### src/rtl/ps2_pkg.sv
// Shared types and helpers for the PS/2 device-side transmitter.
package ps2_pkg;

    localparam int PS2_FRAME_BITS = 11;

    typedef enum logic [2:0] {
        ST_IDLE,
        ST_POP,
        ST_BIT_HI,
        ST_BIT_LO,
        ST_STOP_HI,
        ST_GAP
    } ps2_state_e;

    // Parity bit that makes the count of ones in data plus parity odd.
    function automatic logic odd_parity(input logic [7:0] b);
        return ~^b;
    endfunction

endpackage

### src/rtl/ps2_tx_fifo.sv
// Synchronous byte FIFO with peekable head; DEPTH must be a power of two >= 2.
module ps2_tx_fifo #(
    parameter int DEPTH = 8
) (
    input  logic       clk_i,
    input  logic       reset_i,
    input  logic       push_i,
    input  logic       pop_i,
    input  logic [7:0] data_i,
    output logic [7:0] head_o,
    output logic       full_o,
    output logic       empty_o
);
    localparam int AW = $clog2(DEPTH);

    logic [7:0]    mem_q [DEPTH];
    logic [AW-1:0] wr_ptr_q;
    logic [AW-1:0] rd_ptr_q;
    logic [AW:0]   count_q;
    logic          push_ok;
    logic          pop_ok;

    assign push_ok = push_i && !full_o;
    assign pop_ok  = pop_i && !empty_o;
    assign full_o  = (count_q == (AW+1)'(DEPTH));
    assign empty_o = (count_q == '0);
    assign head_o  = mem_q[rd_ptr_q];

    // Pointers wrap naturally because DEPTH is a power of two.
    always_ff @(posedge clk_i) begin
        if (reset_i) begin
            wr_ptr_q <= '0;
            rd_ptr_q <= '0;
            count_q  <= '0;
        end else begin
            if (push_ok) wr_ptr_q <= wr_ptr_q + AW'(1);
            if (pop_ok)  rd_ptr_q <= rd_ptr_q + AW'(1);
            case ({push_ok, pop_ok})
                2'b10:   count_q <= count_q + (AW+1)'(1);
                2'b01:   count_q <= count_q - (AW+1)'(1);
                default: count_q <= count_q;
            endcase
        end
    end

    always_ff @(posedge clk_i) begin
        if (push_ok) mem_q[wr_ptr_q] <= data_i;
    end

endmodule

### src/rtl/ps2_device_tx.sv
// PS/2 device-side transmitter: buffers bytes and sends 11-bit frames on ps2_clk/ps2_dat.
// Optional host-inhibit support (ps2_clk_in, abort and retransmit) is enabled by PS2_INHIBIT_EN.
module ps2_device_tx
    import ps2_pkg::*;
#(
    parameter int CLK_DIV    = 2500,
    parameter int GAP_CYCLES = 5000,
    parameter int FIFO_DEPTH = 8
) (
    input  logic       CLOCK_50,
    input  logic       reset,
    input  logic [7:0] in_byte,
    input  logic       in_valid,
    output logic       in_ready,
    output logic       ps2_clk,
    output logic       ps2_dat,
    output logic       busy,
    output logic       tx_done
`ifdef PS2_INHIBIT_EN
    ,
    input  logic       ps2_clk_in
`endif
);
    localparam int HALF_W = $clog2(CLK_DIV);
    localparam int GAP_W  = (GAP_CYCLES > 1) ? $clog2(GAP_CYCLES) : 1;
    localparam logic [HALF_W-1:0] HALF_LAST = HALF_W'(CLK_DIV - 1);
    localparam logic [GAP_W-1:0]  GAP_LAST  = GAP_W'(GAP_CYCLES - 1);
    localparam logic [3:0]        LAST_BIT  = 4'(PS2_FRAME_BITS - 1);

    ps2_state_e  state_q, state_d;
    logic [10:0] shift_q, shift_d;
    logic [3:0]  bit_cnt_q, bit_cnt_d;
    logic [HALF_W-1:0] half_cnt_q, half_cnt_d;
    logic [GAP_W-1:0]  gap_cnt_q, gap_cnt_d;
    logic ps2_clk_q, ps2_clk_d;
    logic ps2_dat_q, ps2_dat_d;
    logic tx_done_q, tx_done_d;

    logic       fifo_pop;
    logic       fifo_full;
    logic       fifo_empty;
    logic [7:0] fifo_head;
    logic       host_inhibit;
    logic       pop_at_done;

`ifdef PS2_INHIBIT_EN
    // The head stays in the FIFO until the frame completes so an aborted frame can be resent.
    assign host_inhibit = ~ps2_clk_in;
    assign pop_at_done  = 1'b1;
`else
    assign host_inhibit = 1'b0;
    assign pop_at_done  = 1'b0;
`endif

    ps2_tx_fifo #(.DEPTH(FIFO_DEPTH)) u_fifo (
        .clk_i   (CLOCK_50),
        .reset_i (reset),
        .push_i  (in_valid),
        .pop_i   (fifo_pop),
        .data_i  (in_byte),
        .head_o  (fifo_head),
        .full_o  (fifo_full),
        .empty_o (fifo_empty)
    );

    assign in_ready = ~fifo_full;
    assign busy     = (state_q != ST_IDLE) || !fifo_empty;
    assign ps2_clk  = ps2_clk_q;
    assign ps2_dat  = ps2_dat_q;
    assign tx_done  = tx_done_q;

    always_ff @(posedge CLOCK_50) begin
        if (reset) begin
            state_q    <= ST_IDLE;
            shift_q    <= '1;
            bit_cnt_q  <= '0;
            half_cnt_q <= '0;
            gap_cnt_q  <= '0;
            ps2_clk_q  <= 1'b1;
            ps2_dat_q  <= 1'b1;
            tx_done_q  <= 1'b0;
        end else begin
            state_q    <= state_d;
            shift_q    <= shift_d;
            bit_cnt_q  <= bit_cnt_d;
            half_cnt_q <= half_cnt_d;
            gap_cnt_q  <= gap_cnt_d;
            ps2_clk_q  <= ps2_clk_d;
            ps2_dat_q  <= ps2_dat_d;
            tx_done_q  <= tx_done_d;
        end
    end

    // Data follows the shift register one cycle into BIT_HI, so it never moves with a clock edge.
    always_comb begin
        state_d    = state_q;
        shift_d    = shift_q;
        bit_cnt_d  = bit_cnt_q;
        half_cnt_d = half_cnt_q;
        gap_cnt_d  = gap_cnt_q;
        ps2_clk_d  = ps2_clk_q;
        ps2_dat_d  = ps2_dat_q;
        tx_done_d  = 1'b0;
        fifo_pop   = 1'b0;

        case (state_q)
            ST_IDLE: begin
                if (!fifo_empty && !host_inhibit) state_d = ST_POP;
            end
            ST_POP: begin
                shift_d    = {1'b1, odd_parity(fifo_head), fifo_head, 1'b0};
                bit_cnt_d  = '0;
                half_cnt_d = '0;
                ps2_clk_d  = 1'b1;
                ps2_dat_d  = 1'b0;
                fifo_pop   = !pop_at_done;
                state_d    = ST_BIT_HI;
            end
            ST_BIT_HI: begin
                ps2_dat_d = shift_q[0];
                if (host_inhibit && bit_cnt_q < LAST_BIT) begin
                    ps2_dat_d  = 1'b1;
                    ps2_clk_d  = 1'b1;
                    gap_cnt_d  = '0;
                    half_cnt_d = '0;
                    state_d    = ST_GAP;
                end else if (half_cnt_q == HALF_LAST) begin
                    half_cnt_d = '0;
                    ps2_clk_d  = 1'b0;
                    state_d    = ST_BIT_LO;
                end else begin
                    half_cnt_d = half_cnt_q + HALF_W'(1);
                end
            end
            ST_BIT_LO: begin
                if (half_cnt_q == HALF_LAST) begin
                    half_cnt_d = '0;
                    ps2_clk_d  = 1'b1;
                    if (bit_cnt_q < LAST_BIT) begin
                        shift_d   = {1'b1, shift_q[10:1]};
                        bit_cnt_d = bit_cnt_q + 4'd1;
                        state_d   = ST_BIT_HI;
                    end else begin
                        state_d   = ST_STOP_HI;
                    end
                end else begin
                    half_cnt_d = half_cnt_q + HALF_W'(1);
                end
            end
            ST_STOP_HI: begin
                if (half_cnt_q == HALF_LAST) begin
                    half_cnt_d = '0;
                    tx_done_d  = 1'b1;
                    fifo_pop   = pop_at_done;
                    gap_cnt_d  = '0;
                    state_d    = ST_GAP;
                end else begin
                    half_cnt_d = half_cnt_q + HALF_W'(1);
                end
            end
            ST_GAP: begin
                if (gap_cnt_q == GAP_LAST) begin
                    state_d = ST_IDLE;
                end else begin
                    gap_cnt_d = gap_cnt_q + GAP_W'(1);
                end
            end
            default: state_d = ST_IDLE;
        endcase
    end

endmodule

### config.mk
export PLATFORM = sky130hd
export DESIGN_NAME = ps2_device_tx
export DESIGN_NICKNAME = d
export VERILOG_FILES = /design/src/rtl/ps2_pkg.sv /design/src/rtl/ps2_tx_fifo.sv /design/src/rtl/ps2_device_tx.sv
export SDC_FILE = /design/constraint.sdc
export NUM_CORES = 1
export LEC_CHECK = 0
export CAP_MARGIN = 10
export CELL_PAD_IN_SITES_DETAIL_PLACEMENT = 1
export CELL_PAD_IN_SITES_GLOBAL_PLACEMENT = 1
export CORE_MARGIN = 8
export CORE_UTILIZATION = 29
export CTS_CLUSTER_DIAMETER = 50
export DETAILED_ROUTE_END_ITERATION = 6
export PLACE_DENSITY = 0.55
export RECOVER_POWER = 100
export SLEW_MARGIN = 10
export SYNTH_ARGS = -nofsm -noshare
export SYNTH_HDL_FRONTEND = slang
export SYNTH_SLANG_ARGS = --single-unit
### constraint.sdc
create_clock -name CLOCK_50 -period 6.9 [get_ports CLOCK_50]
set_clock_uncertainty 0.2 [all_clocks]
set_input_delay 1.035 -clock CLOCK_50 [delete_from_list [all_inputs] [get_ports CLOCK_50]]
set_output_delay 1.035 -clock CLOCK_50 [all_outputs]
set_load 0.05 [all_outputs]
======== After elaboration in Yosys (flattened, before gate mapping) ========
Memory sizes are Yosys's and may differ from the RTL's. A register that Yosys moved wholly into a read port is not among the register bits.
Cells that the tools add are included.
storage, ports and cells
  bits in writable memories ............... 64
  memory bits (read-only) ................. 0
  output and inout port bits .............. 5
  latch bits .............................. 0
  memories kept ........................... 1
  input port bits ......................... 11
  register bits after elaboration ......... 56
  word-level logic and storage cells ...... 89
operators by class
  add/sub/neg operators ................... 7
  bitwise logic cells ..................... 2
  $lt $le $gt $ge ......................... 1
  div/mod/pow operators ................... 0
  $mul .................................... 0
  shift operators ......................... 0
  reduce and logical (&&, ||, !) cells .... 21
  equal/unequal tests ..................... 17
  multiplexer cells ....................... 29
memories
  memory        depth  width  read ports  clocked after memory_dff  write ports  RTL line           source
  u_fifo.mem_q  8      8      1           1                         1            ps2_tx_fifo.sv:16  logic [7:0] mem_q [DEPTH];
operator list
  operator                                        count
  two-way mux 13 bit                              2
  case mux 13 bit (2 select lines)                1
  two-way mux 3 bit                               8
  case mux 12 bit (2 select lines)                1
  two-way mux 11 bit                              2
  case mux 11 bit (2 select lines)                1
  case mux 3 bit (6 select lines)                 1
  case mux 4 bit (2 select lines)                 2
  inequality test 2 bit (second input constant)   7
  adder 13 x 1 -> 13 bit (second input constant)  1
  == test 13 bit (second input constant)          1
  adder 12 x 1 -> 12 bit (second input constant)  1
  == test 12 bit (second input constant)          1
  two-way mux 12 bit                              1
  nonzero test 2 bit                              5
  AND reduction 3 bit                             3
  adder 4 x 1 -> 4 bit (second input constant)    2
  two-way mux 4 bit                               2
  XNOR reduction 8 bit                            1
  adder 3 x 1 -> 3 bit (second input constant)    2
  == test 3 x 2 -> 1 bit (second input constant)  2
  == test 3 bit (second input constant)           2
  two-way mux 1 bit                               6
  nonzero test 3 bit                              2
  other kinds (17)                                20

======== Depth between registers and ports, before layout ========
Gate-level depths: netlist of the first run.
  depth after elaboration ................. 5
  gate-level depth with buffers ........... 11
  gate-level depth less buffers ........... 10

======== Cells and area by module ========
Synthesis of the first run repeated with hierarchy kept, for this count alone.
second synthesis, totals
  cells, all modules ...................... 472
  area total of the unflattened synthesis .. 5743.0 µm²
modules (own cells, without submodules)
  module         cells an instance  instances  area an instance (µm²)  seq. area each (µm²)
  ps2_tx_fifo    167                1          3151.8                  2182.1
  ps2_device_tx  305                1          2591.2                  900.9

======== Worst setup path before layout of the first run ========
OpenSTA, ideal clock, no wires.
  path kind ............................... register -> register
  start point ............................. reg u_fifo.count_q[1]
  end point ............................... reg u_fifo.count_q[2]
  required time ........................... 6.629 ns
  data arrival time ....................... 2.517 ns
  setup time .............................. 0.071 ns
  path buffers ............................ 1
  slack ................................... 4.112 ns
  stages on the path, launching flop included .. 12
  period minus slack after synthesis ...... 2.788 ns
  path through ............................ dfxtp_1 > clkbuf_1 > nor3_1 > nand2_1 > nand2_1 > ha_1 > xor2_1 > ha_1 > a21oi_1 > xor2_1 > or3_1 > a21oi_1
between the ends
  cells in the longest elaborated chain, start to end .. 5
  elaborated cells between the ends (all ways) .. 12
  classes of those cells .................. add/sub: 2; eq/ne: 3; mux: 1; reduce/logical: 6
RTL lines
  element                                                                       RTL line                              source
  start: declaration                                                            ps2_tx_fifo.sv:19                     logic [AW:0] count_q;
  start signal: assignment                                                      ps2_tx_fifo.sv:39                     2'b10: count_q <= count_q + (AW+1)'(1);
  start signal: assignment                                                      ps2_tx_fifo.sv:40                     2'b01: count_q <= count_q - (AW+1)'(1);
  start signal: assignment                                                      ps2_tx_fifo.sv:41                     default: count_q <= count_q;
  == test 4 bit / logical NOT 4 bit (equally long branches)                     ps2_tx_fifo.sv:25, ps2_tx_fifo.sv:26
  logical NOT 1 bit, on equally long branches                                   ps2_tx_fifo.sv:23, ps2_tx_fifo.sv:24
  logical AND 1 bit, on equally long branches                                   ps2_tx_fifo.sv:23, ps2_tx_fifo.sv:24
  == test 2 x 1 -> 1 bit / == test 2 bit (equally long branches)                ps2_tx_fifo.sv:38                     case ({push_ok, pop_ok})
  case mux 4 bit (2 select lines) / nonzero test 2 bit (equally long branches)  --
Parallel ways exist; a longest one is shown, timed or not.
A chain may end at the register's enable or synchronous reset.

==> results.sh, run 1 <==
export IMPL_pin_count_of_the_biggest_net_entering_global_routing=27
export IMPL_share_of_synthesized_area_occupied_by_flip_flops_and_latches=0.5871
export IMPL_crit_family="buffers and inverters"
export IMPL_yosys_warnings=0
export IMPL_clk_latency_ns=0.41
export IMPL_violated_checks="capacitance limit, slew limit"
export IMPL_route_final_wire_length_um=11250
export IMPL_design_die_area_um2=22670
export IMPL_clock_path_buffers=2
export IMPL_holdBufCountCts=0
export IMPL_final_period_util=0.5378
export IMPL_hold_violations=0
export IMPL_period_minus_slack_ns=3.711
export IMPL_placeableCoreArea_um2=17840
export IMPL_stdcell_count=682
export IMPL_grt_overflow_total=0
export IMPL_drc=0
export IMPL_r2r_slack_ns=3.67
export IMPL_gr_usage_met1=0.1348
export IMPL_count_of_buffering_cells_on_the_critical_path_with_inverters_included=3
export IMPL_critPathMaxStageDelay_ns=0.97
export IMPL_timing_worst_slew_pin_value_ns=1.711
export IMPL_cts_tree="yes"
export IMPL_synthDistinctLibCells=50
export IMPL_grt_setup_unrepaired="no"
export IMPL_place_congestion=0.7142
export IMPL_cp_max_fo=26
export IMPL_first_pass_grt_wire_length_um=18760
export IMPL_synth_top_cells_by_area="edfxtp_1 37%, dfxtp_1 22%, mux4_1 8.0%, xor2_1 4.0%, nor2_1 3.6%"
export IMPL_finalSetupViolations=0
export IMPL_route_detailed_vias_per_inst=4.856
export IMPL_post_synth_edffs=64
export IMPL_cp_slowest_cell="clkbuf_1"
export IMPL_r2r_end="half_cnt_q[3]"
export IMPL_async_flop_share=0
export IMPL_die_width_um=150.6
export IMPL_grt_most_used_layer="met2"
export IMPL_r2r_start="half_cnt_q[0]"
export IMPL_p_per_area_nw_per_um2=361.7
export IMPL_first_global_vias=3600
export IMPL_max_freq_mhz=269.5
export IMPL_met3_usage=0.02585
export IMPL_ioPinCount=16
export IMPL_dp_worst_setup_slack_ns=3.462
export IMPL_synth_seq_cells=122
export IMPL_netlist_instances=423
export IMPL_antenna_cells_inserted=0
export IMPL_htree_num_levels=4
export IMPL_ctsResizeCount=0
export IMPL_critical_path_required_ns=6.96
export IMPL_startpoint="reset"
export IMPL_antenna_violations_before_repair=0
export IMPL_mappedNetlistNets=442
export IMPL_layout_setup_ws_ns=3.189
export IMPL_cts_inserted_buffers=17
export IMPL_clk_pin_slew_worst_paths_ns=0.06
export IMPL_met2_usage_in_global_routing=0.1717
export IMPL_detailedRoute_firstIterationViolations=162
export IMPL_post_cts_repair_setup_buffers=0
export IMPL_tns_ns=0
export IMPL_overall_global_routing_usage=0.1073
export IMPL_hold_path_startpoint="shift_q[2]"
export IMPL_cts_sinks=122
export IMPL_hold_depth=2
export IMPL_synthesis_area_per_instance_um2=12.41
export IMPL_reg2regPathDepth=6
export IMPL_power_total_uw=2234
export IMPL_synthFlopType="edfxtp_1"
export IMPL_critPathCaptureType="register"
export IMPL_timing_setup_critical_path_class="input port to register"
export IMPL_hold_end="shift_q[2]"
export IMPL_leading_area_contributor_after_synthesis="edfxtp_1"
export IMPL_outcome="finished with violations"
export IMPL_tightest_slew_margin_relative_to_the_limit=-0.1495
export IMPL_num_rows=49
export IMPL_final_antenna_net_count=0
export IMPL_arrival_ns=3.77
export IMPL_nNetsFinal=459
export IMPL_holdCritPathClass="register to register"
export IMPL_placed_cells=650
export IMPL_drt_pass1_iter_count=4
export IMPL_fp_dieH_um=150.6
export IMPL_port_buffer_count=15
export IMPL_ctsRootBufferMaster="clkbuf_16"
export IMPL_start_util=0.2943
export IMPL_finalMaxSlewViolations=18
export IMPL_static_leakage_power_uw=0.002116
export IMPL_drive_above_1_share=0.08168
export IMPL_max_cap_viol_count=2
export IMPL_wl_per_cell_um=16.49
export IMPL_syn_cell_area_um2=5251
export IMPL_path_cells="dlygate4sd3_1 -> clkbuf_1 -> inv_1 -> o21ai_0 -> nor2_1"
export IMPL_dpl_hpwl_um=7367
export IMPL_synth_top_cell_area_share=0.3660
export IMPL_flow_area_growth_from_synthesis_pct=17.58
export IMPL_worst_ir_drop_on_vdd_mv=0.1852
export IMPL_via_count=3312
export IMPL_cp_startpoint_kind="input port"
-- registers in the layout (all words and copies together) (netlist names), named ones only --
signal,flops
bit_cnt_q,4
ps2_clk,1
tx_done,1
u_fifo.count_q,4
shift_q,10
gap_cnt_q,13
half_cnt_q,12
state_q,3
u_fifo.mem_q,64
u_fifo.wr_ptr_q,3
u_fifo.rd_ptr_q,3
ps2_dat,1
-- final cells by class --
type	instances	area, µm²
Sequential cell	122	3083
Multi-Input combinational cell	276	2047
Fill cell	1882	11670
Clock buffer	17	425.4
Tap cell	229	286.5
Inverter	5	18.77
Clock inverter	15	152.6
Timing Repair Buffer	18	161.4
-- metal layers --
metal / share of wire / wire, µm / up-vias
li1: - / - / 1614
met1: 0.49 / 5497 / 1649
met2: 0.47 / 5263 / 34
met3: 0.026 / 289 / 15
met4: 0.017 / 196 / 0
met5: 0 / 0 / -
-- worst max-delay path by stage --
stage	to	slack (ns)	cells past startpoint
after floorplan	u_fifo.count_q[2]	4.11	11
after global placement	u_fifo.count_q[2]	3.53	9
after detailed placement	u_fifo.count_q[2]	3.46	9
after CTS	busy	3.37	3
after global routing	half_cnt_q[5]	2.81	5
final	half_cnt_q[3]	3.19	5
-- worst reg2reg max path: stages (launching register included) --
cell      delay (ns)
dfxtp_1         0.43
ha_1            0.30
nor4bb_1        0.64
nand3_1         0.26
a21boi_0        0.24
o21ai_0         0.88
nor2_1          0.13
-- cell families (layout without fill, tap and decap cells) --
family                     after synthesis  after routing  share of synthesized area
xor gates and xnor gates                35             35                    0.05980
AOI/OAI and AO/OA                       57             57                    0.06981
adders and majority gates                8              8                    0.01906
and+or+nand+nor                        148            148                     0.1382
buffers and inverters                   25             55                    0.02311
muxes                                   28             28                     0.1029
DFF                                    122            122                     0.5871
-- cell usage in the layout (no fill, tap or decap), types with 4 or more instances in the layout --
cell type,count
edfxtp_1,64
dfxtp_1,58
nor2_1,50
nand2_1,33
xor2_1,24
o21ai_0,18
a21oi_1,17
clkbuf_16,17
mux4_1,16
dlygate4sd3_1,15
mux2i_1,12
nand3_1,11
nand4_1,11
xnor2_1,10
nor3_1,8
o211ai_1,8
ha_1,8
nand2b_1,6
inv_6,6
inv_1,5
and3_1,4
nor2b_1,4
or3_1,4
clkinv_4,4
-- report_power, final --
group	internal (µW)	switching, µW
registers	829	79.8
clock network	508	357
logic	194	266
total	1530	703
-- synthesized netlist by cell type (8+ instances only) --
| master | number |
|---|---|
| o21ai_0 | 17 |
| nor3_1 | 8 |
| nor2_1 | 50 |
| nand4_1 | 11 |
| edfxtp_1 | 64 |
| nand3_1 | 11 |
| mux2i_1 | 12 |
| clkbuf_1 | 14 |
| ha_1 | 8 |
| xnor2_1 | 10 |
| xor2_1 | 24 |
| nand2_1 | 33 |
| dfxtp_1 | 58 |
| a21oi_1 | 17 |
| mux4_1 | 16 |
| o211ai_1 | 8 |
-- through the flow --
step	instance area [µm²]	util	hold WS, ns
after detailed placement	5623	0.3152	0.2836
after global routing	6175	0.3461	0.3183
after floorplan	5251	-	0.2498
after global placement	5623	0.3152	0.2647
after CTS	6201	0.3476	0.2987
final	6175	0.3461	0.2912
(Power assumes the default switching activity.)
==> run 2: changes to the inputs <==
==> constraint.sdc (replaced) <==
create_clock -name CLOCK_50 -period 3.59 [get_ports CLOCK_50]
set_clock_uncertainty 0.2 [all_clocks]
set_input_delay 0.5385 -clock CLOCK_50 [delete_from_list [all_inputs] [get_ports CLOCK_50]]
set_output_delay 0.5385 -clock CLOCK_50 [all_outputs]
set_load 0.05 [all_outputs]
==> run 2 against run 1 <==
Effect of this change:
- the flow now finishes without violations
- combinational power is 100% higher
- cell count is 1.5% higher
- first-iteration DRC count is 37% lower
- sequential share of layout area is 0.39 points lower
- via count is 1.1% higher
- highest routed layer unchanged
==> results.sh, run 2 (same netlist as run 1, synthesis figures left out) <==
export IMPL_r2r_slack_ns=0.56
export IMPL_cts_inserted_buffers=17
export IMPL_fillCellCount=1886
export IMPL_outcome="finished clean"
export IMPL_route_final_wire_length_um=11240
export IMPL_stdcell_count=692
export IMPL_htree_num_levels=4
export IMPL_largest_registers="u_fifo.mem_q: 64 flops, gap_cnt_q: 13 flops, half_cnt_q: 12 flops"
export IMPL_first_pass_grt_wire_length_um=18630
export IMPL_endpoint="shift_q[9]"
export IMPL_timing_setup_critical_path_class="register to register"
export IMPL_timing_worst_slew_pin_value_ns=0.7775
export IMPL_power_total_uw=4303
export IMPL_die_width_um=150.6
export IMPL_layout_common_cells="64 x edfxtp_1, 58 x dfxtp_1, 50 x nor2_1"
export IMPL_nNetsFinal=469
export IMPL_finalSetupViolations=0
export IMPL_fp_dieH_um=150.6
export IMPL_critPathCaptureType="register"
export IMPL_grt_setup_unrepaired="no"
export IMPL_placed_cells=660
export IMPL_flow_area_growth_from_synthesis_pct=18.51
export IMPL_final_period_util=0.8436
export IMPL_drive_above_1_share=0.08423
export IMPL_ioPinCount=16
export IMPL_hold_path_startpoint="shift_q[8]"
export IMPL_overall_global_routing_usage=0.1076
export IMPL_first_global_vias=3611
export IMPL_cp_max_fo=9
export IMPL_critical_path_required_ns=3.67
export IMPL_cts_sinks=122
export IMPL_static_leakage_power_uw=0.002142
export IMPL_max_cap_viol_count=0
export IMPL_pin_count_of_the_biggest_net_entering_global_routing=26
export IMPL_ctsRootBufferMaster="clkbuf_16"
export IMPL_num_rows=49
export IMPL_detailedRoute_firstIterationViolations=102
export IMPL_finalMaxSlewViolations=0
export IMPL_drc=0
export IMPL_layout_cells_most_common="edfxtp_1"
export IMPL_cp_startpoint_kind="register"
export IMPL_holdBufCountCts=0
export IMPL_final_antenna_net_count=0
export IMPL_period_minus_slack_ns=3.029
export IMPL_max_freq_mhz=330.2
export IMPL_layout_area_seq_um2=3083
export IMPL_route_detailed_vias_per_inst=4.840
export IMPL_antenna_violations_before_repair=0
export IMPL_holdCritPathClass="register to register"
export IMPL_clk_latency_ns=0.42
export IMPL_largest_register="u_fifo.mem_q"
export IMPL_dp_worst_setup_slack_ns=0.6449
export IMPL_start_util=0.2943
export IMPL_largest_register_ffs=64
export IMPL_place_congestion=0.7256
export IMPL_placeableCoreArea_um2=17840
export IMPL_ctsResizeCount=0
export IMPL_port_buffer_count=15
export IMPL_post_cts_repair_setup_buffers=0
export IMPL_tightest_slew_margin_relative_to_the_limit=0.4769
export IMPL_tns_ns=0
export IMPL_cts_tree="yes"
export IMPL_r2r_end="shift_q[9]"
export IMPL_dpl_hpwl_um=7444
export IMPL_reg2regPathDepth=7
export IMPL_p_per_area_nw_per_um2=691.4
export IMPL_layout_setup_ws_ns=0.5615
export IMPL_via_count=3349
export IMPL_clock_path_buffers=2
export IMPL_hold_violations=0
export IMPL_wl_per_cell_um=16.24
export IMPL_antenna_cells_inserted=0
export IMPL_hold_slack_ns=0.2907
export IMPL_multi_input_gate_area_in_the_final_layout_um2=2047
export IMPL_grt_overflow_total=0
export IMPL_design_die_area_um2=22670
export IMPL_worst_ir_drop_on_vdd_mv=0.3316
export IMPL_arrival_ns=3.11
export IMPL_clk_pin_slew_worst_paths_ns=0.06
export IMPL_drt_pass1_iter_count=4
[run 2: area by class of cell]
type,count,area share
Sequential cell,122,0.4954
Multi-Input combinational cell,276,0.3289
Clock buffer,17,0.06836
Tap cell,229,0.04604
Timing Repair Buffer,28,0.03378
Clock inverter,15,0.02453
Inverter,5,0.003016
[run 2: critical path: stages, from the launching register on]
cell	delay, ns
dfxtp_1	0.65
clkbuf_1	0.51
mux4_1	0.64
mux2i_1	0.29
xnor2_1	0.18
xnor2_1	0.16
xnor2_1	0.15
a32oi_1	0.11
[run 2: worst min-delay path by stage]
| stage | end | slack, ns | depth (start not counted) |
|---|---|---|---|
| floorplan | shift_q[2] | 0.25 | 2 |
| global placement | shift_q[8] | 0.26 | 2 |
| detailed placement | shift_q[8] | 0.27 | 2 |
| CTS | shift_q[8] | 0.29 | 2 |
| global route | shift_q[5] | 0.32 | 2 |
| finish | shift_q[8] | 0.29 | 2 |
[run 2: routing by layer]
metal | track usage | vias to the layer above | part of all wire | routed length (µm)
li1 | - | 1633 | - | -
met1 | 0.1264 | 1671 | 0.46 | 5187
met2 | 0.1789 | 33 | 0.50 | 5585
met3 | 0.02885 | 12 | 0.027 | 307
met4 | 0.05247 | 0 | 0.014 | 155
met5 | 0 | - | 0 | 0
[run 2: stage by stage]
stage                     area [µm²]  utilization
after floorplan                 5251            -
after global placement          5683       0.3185
after detailed placement        5683       0.3185
after CTS                       6261       0.3509
after global routing            6223       0.3488
final                           6223       0.3488
[run 2: where the power goes]
group	internal [µW]	total (µW)	switching (µW)
registers	1590	1710	118
logic	382	927	545
clock network	979	1660	685
